### src/rtl/hazard_pkg.sv
// Shared definitions for the hazard/exception sequencer and the PC-select mux.
package hazard_pkg;
  typedef enum logic {RUN = 1'b0, EXC = 1'b1} state_t;

  localparam logic [1:0] CAUSE_NONE  = 2'b00;
  localparam logic [1:0] CAUSE_IRQ   = 2'b01;
  localparam logic [1:0] CAUSE_BADOP = 2'b10;

  localparam logic [31:0] IRQ_VEC = 32'h8000_0004;
  localparam logic [31:0] EXC_VEC = 32'h8000_0008;
endpackage

### src/rtl/irq_edge_latch.sv
// Samples irq, detects its rising edge and holds a pending flag until serviced.
module irq_edge_latch (
  input  logic clk,
  input  logic reset,
  input  logic irq,
  input  logic clr,
  output logic pending
);
  logic irq_q, irq_d;
  logic pend_q, pend_d;

  // A new edge in the same cycle as a service beats the clear.
  always_comb begin
    irq_d  = irq;
    pend_d = (irq & ~irq_q) | (pend_q & ~clr);
  end

  always_ff @(posedge clk or posedge reset) begin
    if (reset) begin
      irq_q  <= 1'b0;
      pend_q <= 1'b0;
    end else begin
      irq_q  <= irq_d;
      pend_q <= pend_d;
    end
  end

  assign pending = pend_q;
endmodule

### src/rtl/hazard_ctrl.sv
// Load-use/branch/jump pipeline control plus precise irq and bad-opcode takes at ID.
module hazard_ctrl
  import hazard_pkg::*;
#(
  parameter int PC_W  = 32,
  parameter int CNT_W = 16,
  parameter int KBIT  = 31
) (
  input  logic             clk,
  input  logic             reset,
  input  logic             id_valid,
  input  logic [PC_W-1:0]  id_pc,
  input  logic [4:0]       id_rs,
  input  logic [4:0]       id_rt,
  input  logic             id_uses_rs,
  input  logic             id_uses_rt,
  input  logic             id_jump,
  input  logic             id_bad_op,
  input  logic             ex_mem_read,
  input  logic [4:0]       ex_rt,
  input  logic             ex_branch_taken,
  input  logic             irq,
  output logic             pc_stall,
  output logic             if_id_stall,
  output logic             if_id_flush,
  output logic             id_ex_flush,
  output logic             exc_take,
  output logic [1:0]       exc_cause,
  output logic [PC_W-1:0]  epc,
  output logic             irq_pending,
  output logic [CNT_W-1:0] stall_cnt
);
  state_t            state_q, state_d;
  logic [PC_W-1:0]   epc_q, epc_d;
  logic [1:0]        cause_q, cause_d;
  logic [CNT_W-1:0]  cnt_q, cnt_d;
  logic              lu, ok, take_irq, take_bad;

  irq_edge_latch u_irq (
    .clk     (clk),
    .reset   (reset),
    .irq     (irq),
    .clr     (take_irq),
    .pending (irq_pending)
  );

  always_comb begin
    lu = id_valid && ex_mem_read && (ex_rt != 5'd0) &&
         ((id_uses_rs && id_rs == ex_rt) || (id_uses_rt && id_rt == ex_rt));
    ok = (state_q == RUN) && id_valid && !id_pc[KBIT] && !ex_branch_taken && !lu;
    take_irq = ok && irq_pending;
    take_bad = ok && id_bad_op && !irq_pending;

    pc_stall    = 1'b0;
    if_id_stall = 1'b0;
    if_id_flush = 1'b0;
    id_ex_flush = 1'b0;
    exc_take    = 1'b0;
    cnt_d       = cnt_q;
    if (take_irq || take_bad) begin
      exc_take    = 1'b1;
      if_id_flush = 1'b1;
      id_ex_flush = 1'b1;
    end else if (ex_branch_taken) begin
      if_id_flush = 1'b1;
      id_ex_flush = 1'b1;
    end else if (lu) begin
      pc_stall    = 1'b1;
      if_id_stall = 1'b1;
      id_ex_flush = 1'b1;
      if (cnt_q != {CNT_W{1'b1}}) cnt_d = cnt_q + 1'b1;
    end else if (id_jump) begin
      if_id_flush = 1'b1;
    end

    epc_d   = epc_q;
    cause_d = cause_q;
    if (take_irq) begin
      epc_d   = id_pc;
      cause_d = CAUSE_IRQ;
    end else if (take_bad) begin
      epc_d   = id_pc + PC_W'(4);
      cause_d = CAUSE_BADOP;
    end

    state_d = state_q;
    case (state_q)
      RUN: if (exc_take) state_d = EXC;
      EXC: if (id_valid && id_pc[KBIT]) state_d = RUN;
      default: state_d = RUN;
    endcase
  end

  always_ff @(posedge clk or posedge reset) begin
    if (reset) begin
      state_q <= RUN;
      epc_q   <= '0;
      cause_q <= CAUSE_NONE;
      cnt_q   <= '0;
    end else begin
      state_q <= state_d;
      epc_q   <= epc_d;
      cause_q <= cause_d;
      cnt_q   <= cnt_d;
    end
  end

  assign exc_cause = cause_q;
  assign epc       = epc_q;
  assign stall_cnt = cnt_q;
endmodule

### config.mk
export PLATFORM = sky130hd
export DESIGN_NAME = hazard_ctrl
export DESIGN_NICKNAME = d
export VERILOG_FILES = /design/src/rtl/hazard_pkg.sv /design/src/rtl/irq_edge_latch.sv /design/src/rtl/hazard_ctrl.sv
export SDC_FILE = /design/constraint.sdc
export NUM_CORES = 1
export LEC_CHECK = 0
export BUFFER_PORTS_ARGS = -buffer_cell sky130_fd_sc_hd__buf_2
export CAP_MARGIN = 20
export CORE_MARGIN = 1.5
export CORE_UTILIZATION = 54
export DETAILED_ROUTE_END_ITERATION = 16
export HOLD_SLACK_MARGIN = 0.06
export PLACE_DENSITY = 0.93
export SLEW_MARGIN = 20
export SYNTH_ARGS = -nofsm -noshare
export SYNTH_HDL_FRONTEND = slang
export SYNTH_HIERARCHICAL = 1
export SYNTH_SLANG_ARGS = --single-unit
### constraint.sdc
create_clock -name clk -period 3.8 [get_ports clk]
set_input_delay 0.76 -clock clk [delete_from_list [all_inputs] [get_ports clk]]
set_output_delay 0.76 -clock clk [all_outputs]
set_load 0.01 [all_outputs]
; Word level (Yosys, flattened, before mapping)
; Index checks and enable logic that the tools add are counted.
[totals]
out_inout_bits = 56
input_bits = 57
register_bits = 53
elab_cells = 58
[classes]
n_mux = 17
n_bitwise = 8
reduce_logical = 22
n_eq_ne = 3
add_sub_neg = 2
[op_table]
columns = op, n
row1 = 2-to-1 mux 32 bit, 2
row2 = adder 32 x 3 -> 32 bit (second input constant), 1
row3 = adder 16 x 1 -> 16 bit (second input constant), 1
row4 = inequality test 16 bit (second input constant), 1
row5 = logical AND 1 bit, 13
row6 = 2-to-1 mux 1 bit, 12
row7 = equality test 5 bit, 2
row8 = NOT 1 bit, 5
row9 = nonzero test 5 bit, 1
row10 = logical NOT 1 bit, 4
row11 = 2-to-1 mux 2 bit, 2
row12 = AND reduction 4 bit, 1
row13 = bitwise AND 1 bit, 2
row14 = logical OR 1 bit, 2
row15 = one-hot mux 1 bit (2 select lines), 1
row16 = nonzero test 2 bit, 1
row17 = bitwise OR 1 bit, 1

; Longest topological paths before layout
; Gate-level depths: netlist of run 1.
[depth]
depth_word = 12
depth_mapped = 10
depth_no_buf = 8

; Cells and area by module
; Netlist of run 1, hierarchy kept.
[modules_own_cells]
columns = mod, cells_each, instances, seq_area_each_um2, area_each_um2
row1 = hazard_ctrl, 329, 1, 1276.2, 3006.6
row2 = irq_edge_latch, 6, 1, 50.0, 73.8

; Worst setup path after synthesis of run 1
; No wires, ideal clock.
[synth_path]
path_type = in2out
startpoint = input port ex_rt[0]
endpoint = output port if_id_flush
n_path_buf = 1
arrival_ps = 2415
required_ps = 3040
setup_slack_ps = 625
stages = 8
path_cell_list = or4_1 > o21a_2 > a21boi_4 > o21ai_2 > inv_2 > buf_4 > nor3_1 > a31oi_1
[synth_via]
elab_chain_len = 10
word_cells_on_any_way = 17
cone_classes = 2 x eq/ne / 3 x mux / 12 x reduce/logical
[synth_rtl]
columns = element, line
row1 = "start, declared", hazard_ctrl.sv:20  ; input logic [4:0] ex_rt,
row2 = equality test 5 bit, hazard_ctrl.sv:49  ; ((id_uses_rs && id_rs == ex_rt) || (id_uses_rt && id_rt == ex_rt));
row3 = logical AND 1 bit, hazard_ctrl.sv:49
row4 = logical OR 1 bit, hazard_ctrl.sv:49
row5 = logical AND 1 bit *, hazard_ctrl.sv:48  ; lu = id_valid && ex_mem_read && (ex_rt != 5'd0) &&
row6 = logical NOT 1 bit, hazard_ctrl.sv:50  ; ok = (state_q == RUN) && id_valid && !id_pc[KBIT] && !ex_branch_taken && !lu;
row7 = logical AND 1 bit, hazard_ctrl.sv:50
row8 = logical AND 1 bit (2 in series), hazard_ctrl.sv:52  ; take_bad = ok && id_bad_op && !irq_pending;
row9 = logical OR 1 bit, hazard_ctrl.sv:60  ; if (take_irq || take_bad) begin
row10 = 2-to-1 mux 1 bit *, hazard_ctrl.sv:60
row11 = "end, declared", hazard_ctrl.sv:25  ; output logic if_id_flush,
; Mark *: on every way between the ends. The rest lies on a longest branch, timed or not.

; Final worst setup path of run 1
; Same ends and word-level chain as after synthesis.

==> results of run 1 <==
state kept, by name, summed over array words and instances (netlist names):
signal         count
stall_cnt         16
exc_cause          2
u_irq/pending      1
u_irq/irq_q        1
epc               32
state_q            1
routing by layer:
metal  up-vias  GRT usage [%]  share of wire, %
li1       1426              -                 -
met1      1427           34.8                43
met2       137           44.7                48
met3        22           4.77               6.9
met4         0           9.64               2.4
met5         -              0                 0
how the worst max path moves through the flow:
stage                       end  slack, ns  depth (start not counted)
floorplan           if_id_flush       0.63                          8
global placement    if_id_flush       0.45                          9
detailed placement  if_id_flush       0.39                          9
CTS                 if_id_flush       0.37                          9
global route        if_id_flush       0.22                          9
finish              if_id_flush       0.34                          9
kinds of logic after synthesis:
group / Yosys count / share of synthesized area, %
flops: 53 / 43.1
xor+xnor: 31 / 8.81
fa+ha+maj: 2 / 0.812
buf+inv: 30 / 5.00
compound gates: 68 / 15.4
simple gates: 144 / 24.4
mux: 7 / 2.52
per-stage QoR:
stage	worst slack, ns	power, mW
after detailed placement	0.386	1.21
after global routing	0.222	1.60
after CTS	0.368	1.52
after global placement	0.452	1.19
after floorplan	0.625	1.00
final	0.345	1.51
cells in the final DEF (no fill, tap or decap), types with 3 or more instances in the layout:
cell type / n
buf_2: 112
dfrtp_1: 53
nor2_1: 36
nand2_1: 27
a21oi_1: 22
xnor2_1: 21
nand3_1: 17
a31oi_1: 14
inv_1: 12
or4_1: 11
nor3_1: 11
xor2_1: 10
nand4_1: 9
o31ai_1: 9
nand2b_1: 6
and3_1: 6
mux2_2: 6
o21ai_0: 6
and4_1: 5
clkbuf_8: 5
nor4_1: 3
and2_1: 3
nor3b_1: 3
a221o_1: 3
clkinv_2: 3
worst max-delay path: cells and delay by family:
family / cells / cell delay, ns
compound gates: 4 / 0.84
simple gates: 2 / 0.58
buf+inv: 3 / 0.52
cell type report:
cell class	instances	area, um2
Clock inverter	3	17.5
Sequential cell	53	1330
Fill cell	440	1780
Clock buffer	5	68.8
Tap cell	72	90.1
Timing Repair Buffer	113	568
Inverter	15	57.6
Multi-Input combinational cell	252	1600
power by group through the flow:
stage | combinational [mW] | sequential [mW] | clock, mW
after floorplan | 0.196 | 0.806 | 0
after CTS | 0.451 | 0.750 | 0.315
after global placement | 0.436 | 0.757 | 0
after detailed placement | 0.449 | 0.761 | 0
final | 0.447 | 0.751 | 0.311
after global routing | 0.494 | 0.764 | 0.338
==> flow_summary.yaml, run 1 <==
yosys:
  synth_cell_types: 50
  ys.flop_type: "dfrtp_1"
  yosys.area.top_type: "dfrtp_1"
  seq_area_frac_synth_pct: 43.1
  synthCells: 335
  ys_ff_latch: 53
  ys_top_cells_by_area: "dfrtp_1 (43%), xnor2_1 (6.0%), nor2_1 (4.4%)"
  async_flop_share_pct: 100
  synth_top_cell_area_share_pct: 43.1
  yosysWarnings: 6
  syn_area_per_cell_um2: 9.20
  yosys-top-cells-count: "dfrtp_1 (53), nor2_1 (36), nand2_1 (27)"
  syn-num-nets: 394
  synth.most_common_cell: "dfrtp_1"
  synth-edff-count: 0
  syn_area_um2: 3080
sta:
  min_period_over_period_pct: 90.9
  setup_viol: 0
  maxSlewViolCount: 0
  finalHoldViolations: 0
  fin_skew_ns: 0.00808
  tightest_slew_ns: 0.873
  whs_ns: 0.305
  rsz0062_at_grt: "no"
  max_slew_margin_pct: 41.8
  max_freq_ghz: 0.289
  final.setup.tns_ns: 0
  min_period_ns: 3.46
critical_path:
  crit_path_frequent_cell: "buf_2"
  required_ns: 3.04
  endpoint_kind: "primary output"
  path_cells: "buf_2 > or4_1 > o21a_2 > a21boi_4 > o21ai_2 > inv_2 > nor3_1 > a31oi_1 > buf_2"
  cp_slowest_cell: "or4_1"
  arrival_ns: 2.70
  ff2ff_path_depth: 6
  rr_endpoint: "epc[31]"
  slowest_delay_ns: 0.51
  reg2reg_from: "state_q"
  cp-start-kind: "primary input"
  crit_type: "primary input to primary output"
  crit_start: "ex_rt[0]"
  r2r_slack_ns: 1.34
  path_max_fanout: 11
global_route:
  grt.total_usage_pct: 26.8
  grt_pass1_wl_um: 13200
  grt_max_degree: 52
  gr-total-overflow: 0
  grt_pass1_vias: 2864
  antenna_found_initial: 0
drt:
  num_vias: 3012
  wl_per_cell_um: 15.4
  totalWireLength_um: 7910
  drc_errors: 0
  via_per_inst: 5.87
  drtIter0Drc: 287
  first_pass_iters: 5
  ant_nets: 0
final_layout:
  final_cells: 513
  stdcell_area_um2: 3730
  areaGrowthSynthToFinish_pct: 21.0
  final_util_pct: 67.7
  drive_above_1_share_pct: 32.0
  antenna_cells: 0
  fin_nets: 499
clock_tree:
  path_clk_slew_ns: 0.09
  postCtsHoldBufs: 0
  clockBufferDepth: 2
  h-tree-depth: 2
  cts.sinks: 53
  post_cts_resized: 0
  clk_latency_ns: 0.30
  cts_root_buffer: "clkbuf_8"
  cts_tree: "built"
  post-cts-setup-buffers: 0
  cts_made_buffers: 5
power_and_ir_drop:
  power_density_nw_per_um2: 405
  p_leak_nw: 1.72
  clkPwrFrac_pct: 20.6
  combinationalPowerShare_pct: 29.7
  p_switching_mw: 0.500
  p_int_mw: 1.01
  switching_share_pct: 33.1
  p_seq_share_pct: 49.8
  ir_drop_mv: 0.222
floorplan:
  die_w_um: 78.5
  coreArea_um2: 5510
  die-area_um2: 6170
  fp-row-count: 27
  ioPinCount: 113
  die_h_um: 78.5
  initial_core_util_pct: 55.9
place:
  hpwlAfterDp_um: 6010
  placed_area_um2: 3640
  io_buffers: 112
  placed_cells: 505
  place_congestion: 0.898
job:
  maxCapViolCount: 0
outcome:
  status: "completed"
worst_hold_path:
  hold_path_class: "primary input to async pin"
(Power assumes the default switching activity.)
==> run 2, diff against run 1 <==
Settings changed: CORE_MARGIN 1.5 to not set, CORE_UTILIZATION 54 to 50, PLACE_DENSITY 0.93 to 0.88.
Clock period 3.8 ns to 3.5 ns, I/O delays scaled along.
==> flow_summary.yaml, run 2 (same netlist as run 1, synthesis figures left out) <==
outcome:
  status: "completed"
drt:
  wl_per_cell_um: 15.7
  ant_nets: 0
  drc_errors: 0
  drtIter0Drc: 256
  via_per_inst: 5.86
  first_pass_iters: 5
  totalWireLength_um: 8170
  num_vias: 3047
clock_tree:
  clockBufferDepth: 2
  cts_made_buffers: 5
  cts_root_buffer: "clkbuf_8"
  post-cts-setup-buffers: 0
  post_cts_resized: 0
  h-tree-depth: 2
  postCtsHoldBufs: 0
  cts.sinks: 53
  cts_tree: "built"
  path_clk_slew_ns: 0.09
  clk_latency_ns: 0.31
floorplan:
  die_w_um: 80.5
  fp-row-count: 28
  die-area_um2: 6480
  die_h_um: 80.5
  ioPinCount: 113
  coreArea_um2: 5920
  initial_core_util_pct: 52.0
critical_path:
  cp-start-kind: "primary input"
  arrival_ns: 2.39
  endpoint_kind: "primary output"
  path_max_fanout: 7
  crit_type: "primary input to primary output"
  required_ns: 2.80
final_layout:
  layout_common_cells: "buf_2 (112), dfrtp_1 (53), nor2_1 (36)"
  areaGrowthSynthToFinish_pct: 23.2
  antenna_cells: 0
  largest_reg_flops: 32
  drive_above_1_share_pct: 32.6
  final_util_pct: 64.1
  final_common_cell: "buf_2"
  fillers: 481
  fin_nets: 503
power_and_ir_drop:
  p_switching_mw: 0.553
  power_density_nw_per_um2: 460
  p_seq_share_pct: 47.0
  ir_drop_mv: 0.275
  clkPwrFrac_pct: 25.2
  p_int_mw: 1.19
  p_leak_nw: 1.75
  switching_share_pct: 31.7
  power_mw: 1.74
  combinationalPowerShare_pct: 27.9
sta:
  final.setup.tns_ns: 0
  setup_viol: 0
  min_period_over_period_pct: 88.3
  min_period_ns: 3.09
  rsz0062_at_grt: "no"
  setup_slack_ns: 0.408
  max_slew_margin_pct: 41.5
  whs_ns: 0.243
  max_freq_ghz: 0.323
  finalHoldViolations: 0
  fin_skew_ns: 0.00554
  tightest_slew_ns: 0.878
  maxSlewViolCount: 0
global_route:
  grt_pass1_vias: 2790
  grt_pass1_wl_um: 13300
  antenna_found_initial: 0
  grt.total_usage_pct: 26.6
  gr-total-overflow: 0
  grt_max_degree: 52
worst_hold_path:
  hold_path_class: "primary input to async pin"
place:
  dp_slack_ns: 0.443
  io_buffers: 112
  place_congestion: 0.976
  hpwlAfterDp_um: 6120
job:
  maxCapViolCount: 0
## run 2: changes by cell type in the layout (fill, tap and decap cells not counted), sizes merged
cell | previous run | this run
clkbuf | 5 | 6
clkinv | 3 | 1
buf | 113 | 117
bufinv | 0 | 1
## run 2: area by class of cell
cell class / instances / area [um2] / share of cell area, %
clock buffers: 6 / 82.6 / 2.18
multi-input cells: 252 / 1600 / 42.2
well taps: 75 / 93.8 / 2.47
repair buffers: 117 / 598 / 15.8
clock inverters: 2 / 37.5 / 0.989
flip-flops and latches: 53 / 1330 / 34.9
inverters: 15 / 57.6 / 1.52
## run 2: per-layer routing
metal	global-route usage (%)	wire length [um]	vias up
met1	35.8	3630	1471
met5	0	0	-
met2	43.5	3920	129
li1	-	-	1432
met3	4.20	496	15
met4	8.75	124	0
## run 2: path summary, 6_finish.rpt
path | from | end | slack (ns) | depth (start not counted)
setup / recovery | ex_rt[0] | if_id_flush | 0.41 | 9
hold / removal | reset | u_irq/irq_q | 0.24 | 2
setup reg to reg | stall_cnt[0] | stall_cnt[15] | 1.34 | 7
hold reg to reg | u_irq/irq_q | u_irq/pending | 0.45 | 1
max in group asynchronous | reset | epc[21] | 2.43 | 2
min in group clk | u_irq/irq_q | u_irq/pending | 0.45 | 1
## run 2: through the flow
step	area, um2	std cells
detailed placement	3670	512
floorplan	3080	335
finish	3800	520
global route	3800	520
CTS	3790	520
global placement	3670	512
## run 2: critical path: stages
cell and delay (ns):
buf_2 0.13, or4_1 0.54, o21a_2 0.28, a21boi_4 0.15, o21ai_2 0.11, inv_2 0.15
nor3_1 0.05, a31oi_1 0.13, buf_2 0.15
## run 2: power by group through the flow
| stage | registers (mW) | clock network [mW] | logic, mW |
|---|---|---|---|
| 5_1_grt | 0.835 | 0.473 | 0.535 |
| 3_5_place_dp | 0.831 | 0 | 0.488 |
| 6_report | 0.819 | 0.439 | 0.486 |
| 2_1_floorplan | 0.875 | 0 | 0.212 |
| 4_1_cts | 0.819 | 0.440 | 0.490 |
| 3_3_place_gp | 0.823 | 0 | 0.476 |
==> run 3, diff against run 2 <==
Settings changed: CORE_ASPECT_RATIO set to 0.6.
==> flow_summary.yaml, run 3 (same netlist as run 1, synthesis figures left out) <==
power_and_ir_drop:
  p_leak_nw: 1.74
  power_mw: 1.72
  ir_drop_mv: 0.239
  power_density_nw_per_um2: 455
critical_path:
  critical_path_buf_inv_count: 3
  ff2ff_path_depth: 7
  cp_slowest_cell: "or4_1"
  path_delay_family: "compound AO/OA/AOI/OAI gates"
  crit_path_frequent_cell: "buf_2"
  r2r_slack_ns: 1.35
  path_max_fanout: 7
  slowest_delay_ns: 0.52
  crit_type: "primary input to primary output"
  arrival_ns: 2.36
  rr_endpoint: "stall_cnt[15]"
  reg2reg_from: "stall_cnt[0]"
  endpoint_kind: "primary output"
  cp-start-kind: "primary input"
  path_cells: "buf_2 > or4_1 > o21a_2 > a21boi_4 > o21ai_2 > inv_2 > nor3_1 > a31oi_1 > buf_2"
  required_ns: 2.80
  cp_num_cells: 9
  crit_start: "ex_rt[0]"
drt:
  wl_per_cell_um: 15.9
  via_per_inst: 5.84
  first_pass_iters: 5
  num_vias: 3062
  drtIter0Drc: 234
  drc_errors: 0
  ant_nets: 0
  totalWireLength_um: 8330
global_route:
  grt.total_usage_pct: 27.5
  gr-total-overflow: 0
  grt_pass1_wl_um: 13800
  grt_pass1_vias: 2933
  grt_max_degree: 52
  antenna_found_initial: 0
clock_tree:
  post-cts-setup-buffers: 0
  cts.sinks: 53
  clockBufferDepth: 2
  cts_made_buffers: 5
  postCtsHoldBufs: 0
  clk_latency_ns: 0.31
  h-tree-depth: 2
  post_cts_resized: 0
  path_clk_slew_ns: 0.10
  cts_root_buffer: "clkbuf_8"
  cts_tree: "built"
final_layout:
  final_common_cell: "buf_2"
  layout_common_cells: "buf_2 (112), dfrtp_1 (53), nor2_1 (36)"
  areaGrowthSynthToFinish_pct: 22.9
  largest_reg_flops: 32
  final-seq-area_um2: 1330
  antenna_cells: 0
  stdcell_area_um2: 3790
  drive_above_1_share_pct: 32.2
  multiInputGateArea_um2: 1600
  fillers: 471
  fin_nets: 502
floorplan:
  initial_core_util_pct: 53.5
  die_w_um: 103
  fp-row-count: 21
  ioPinCount: 113
  coreArea_um2: 5750
  die-area_um2: 6490
  die_h_um: 62.8
sta:
  finalHoldViolations: 0
  min_period_ns: 3.06
  setup_viol: 0
  final.setup.tns_ns: 0
  min_period_over_period_pct: 87.4
  max_freq_ghz: 0.327
  maxSlewViolCount: 0
  tightest_slew_ns: 0.874
  rsz0062_at_grt: "no"
  max_slew_margin_pct: 41.6
  whs_ns: 0.237
  fin_skew_ns: 0.0109
outcome:
  status: "completed"
job:
  maxCapViolCount: 0
place:
  io_buffers: 112
  placed_area_um2: 3670
  hpwlAfterDp_um: 6390
  place_congestion: 0.916
worst_hold_path:
  hold_path_class: "primary input to async pin"
[run 3: cell count changes in the layout (fill, tap and decap cells not counted), sizes merged]
cell,change
buf,-1
clkinv,+1
clkinvlp,-1
[run 3: how the worst max path moves through the flow]
stage,end
finish,if_id_flush
global route,if_id_flush
CTS,if_id_flush
detailed placement,if_id_flush
global placement,if_id_flush
floorplan,if_id_flush
[run 3: power breakdown]
part	switching, mW	total, mW	internal (mW)
clock	0.210	0.425	0.215
sequential	0.0791	0.816	0.737
combinational	0.259	0.480	0.221
[run 3: per-layer routing]
metal | global-route usage (%) | share of wire [%] | vias to the layer above | wire (um)
li1 | - | - | 1432 | -
met1 | 37.7 | 44 | 1433 | 3630
met2 | 42.3 | 45 | 175 | 3780
met3 | 7.72 | 9.2 | 22 | 763
met4 | 8.45 | 2.0 | 0 | 163
met5 | 0 | 0 | - | 0
[run 3: worst reg2reg max path: stages, from the launching register on]
cell and delay [ns]:
dfrtp_1 0.43, ha_1 0.23, and3_1 0.23, nand4_1 0.11, o21ba_2 0.17, nand3_1 0.34, nor4_1 0.41, xor2_1 0.18
[run 3: cell type report]
| type | instances | share of cell area (%) |
|---|---|---|
| multi-input cells | 252 | 42.3 |
| well taps | 80 | 2.64 |
| repair buffers | 116 | 15.6 |
| clock buffers | 6 | 1.92 |
| flip-flops and latches | 53 | 35.0 |
| clock inverters | 2 | 1.02 |
| inverters | 15 | 1.52 |
[run 3: per-stage QoR]
stage | utilization (%) | cells | setup WS (ns)
global placement | 63.8 | 516 | 0.457
finish | 65.8 | 524 | 0.440
CTS | 65.8 | 524 | 0.444
global route | 65.8 | 524 | 0.303
floorplan | - | 335 | 0.445
detailed placement | 63.8 | 516 | 0.451
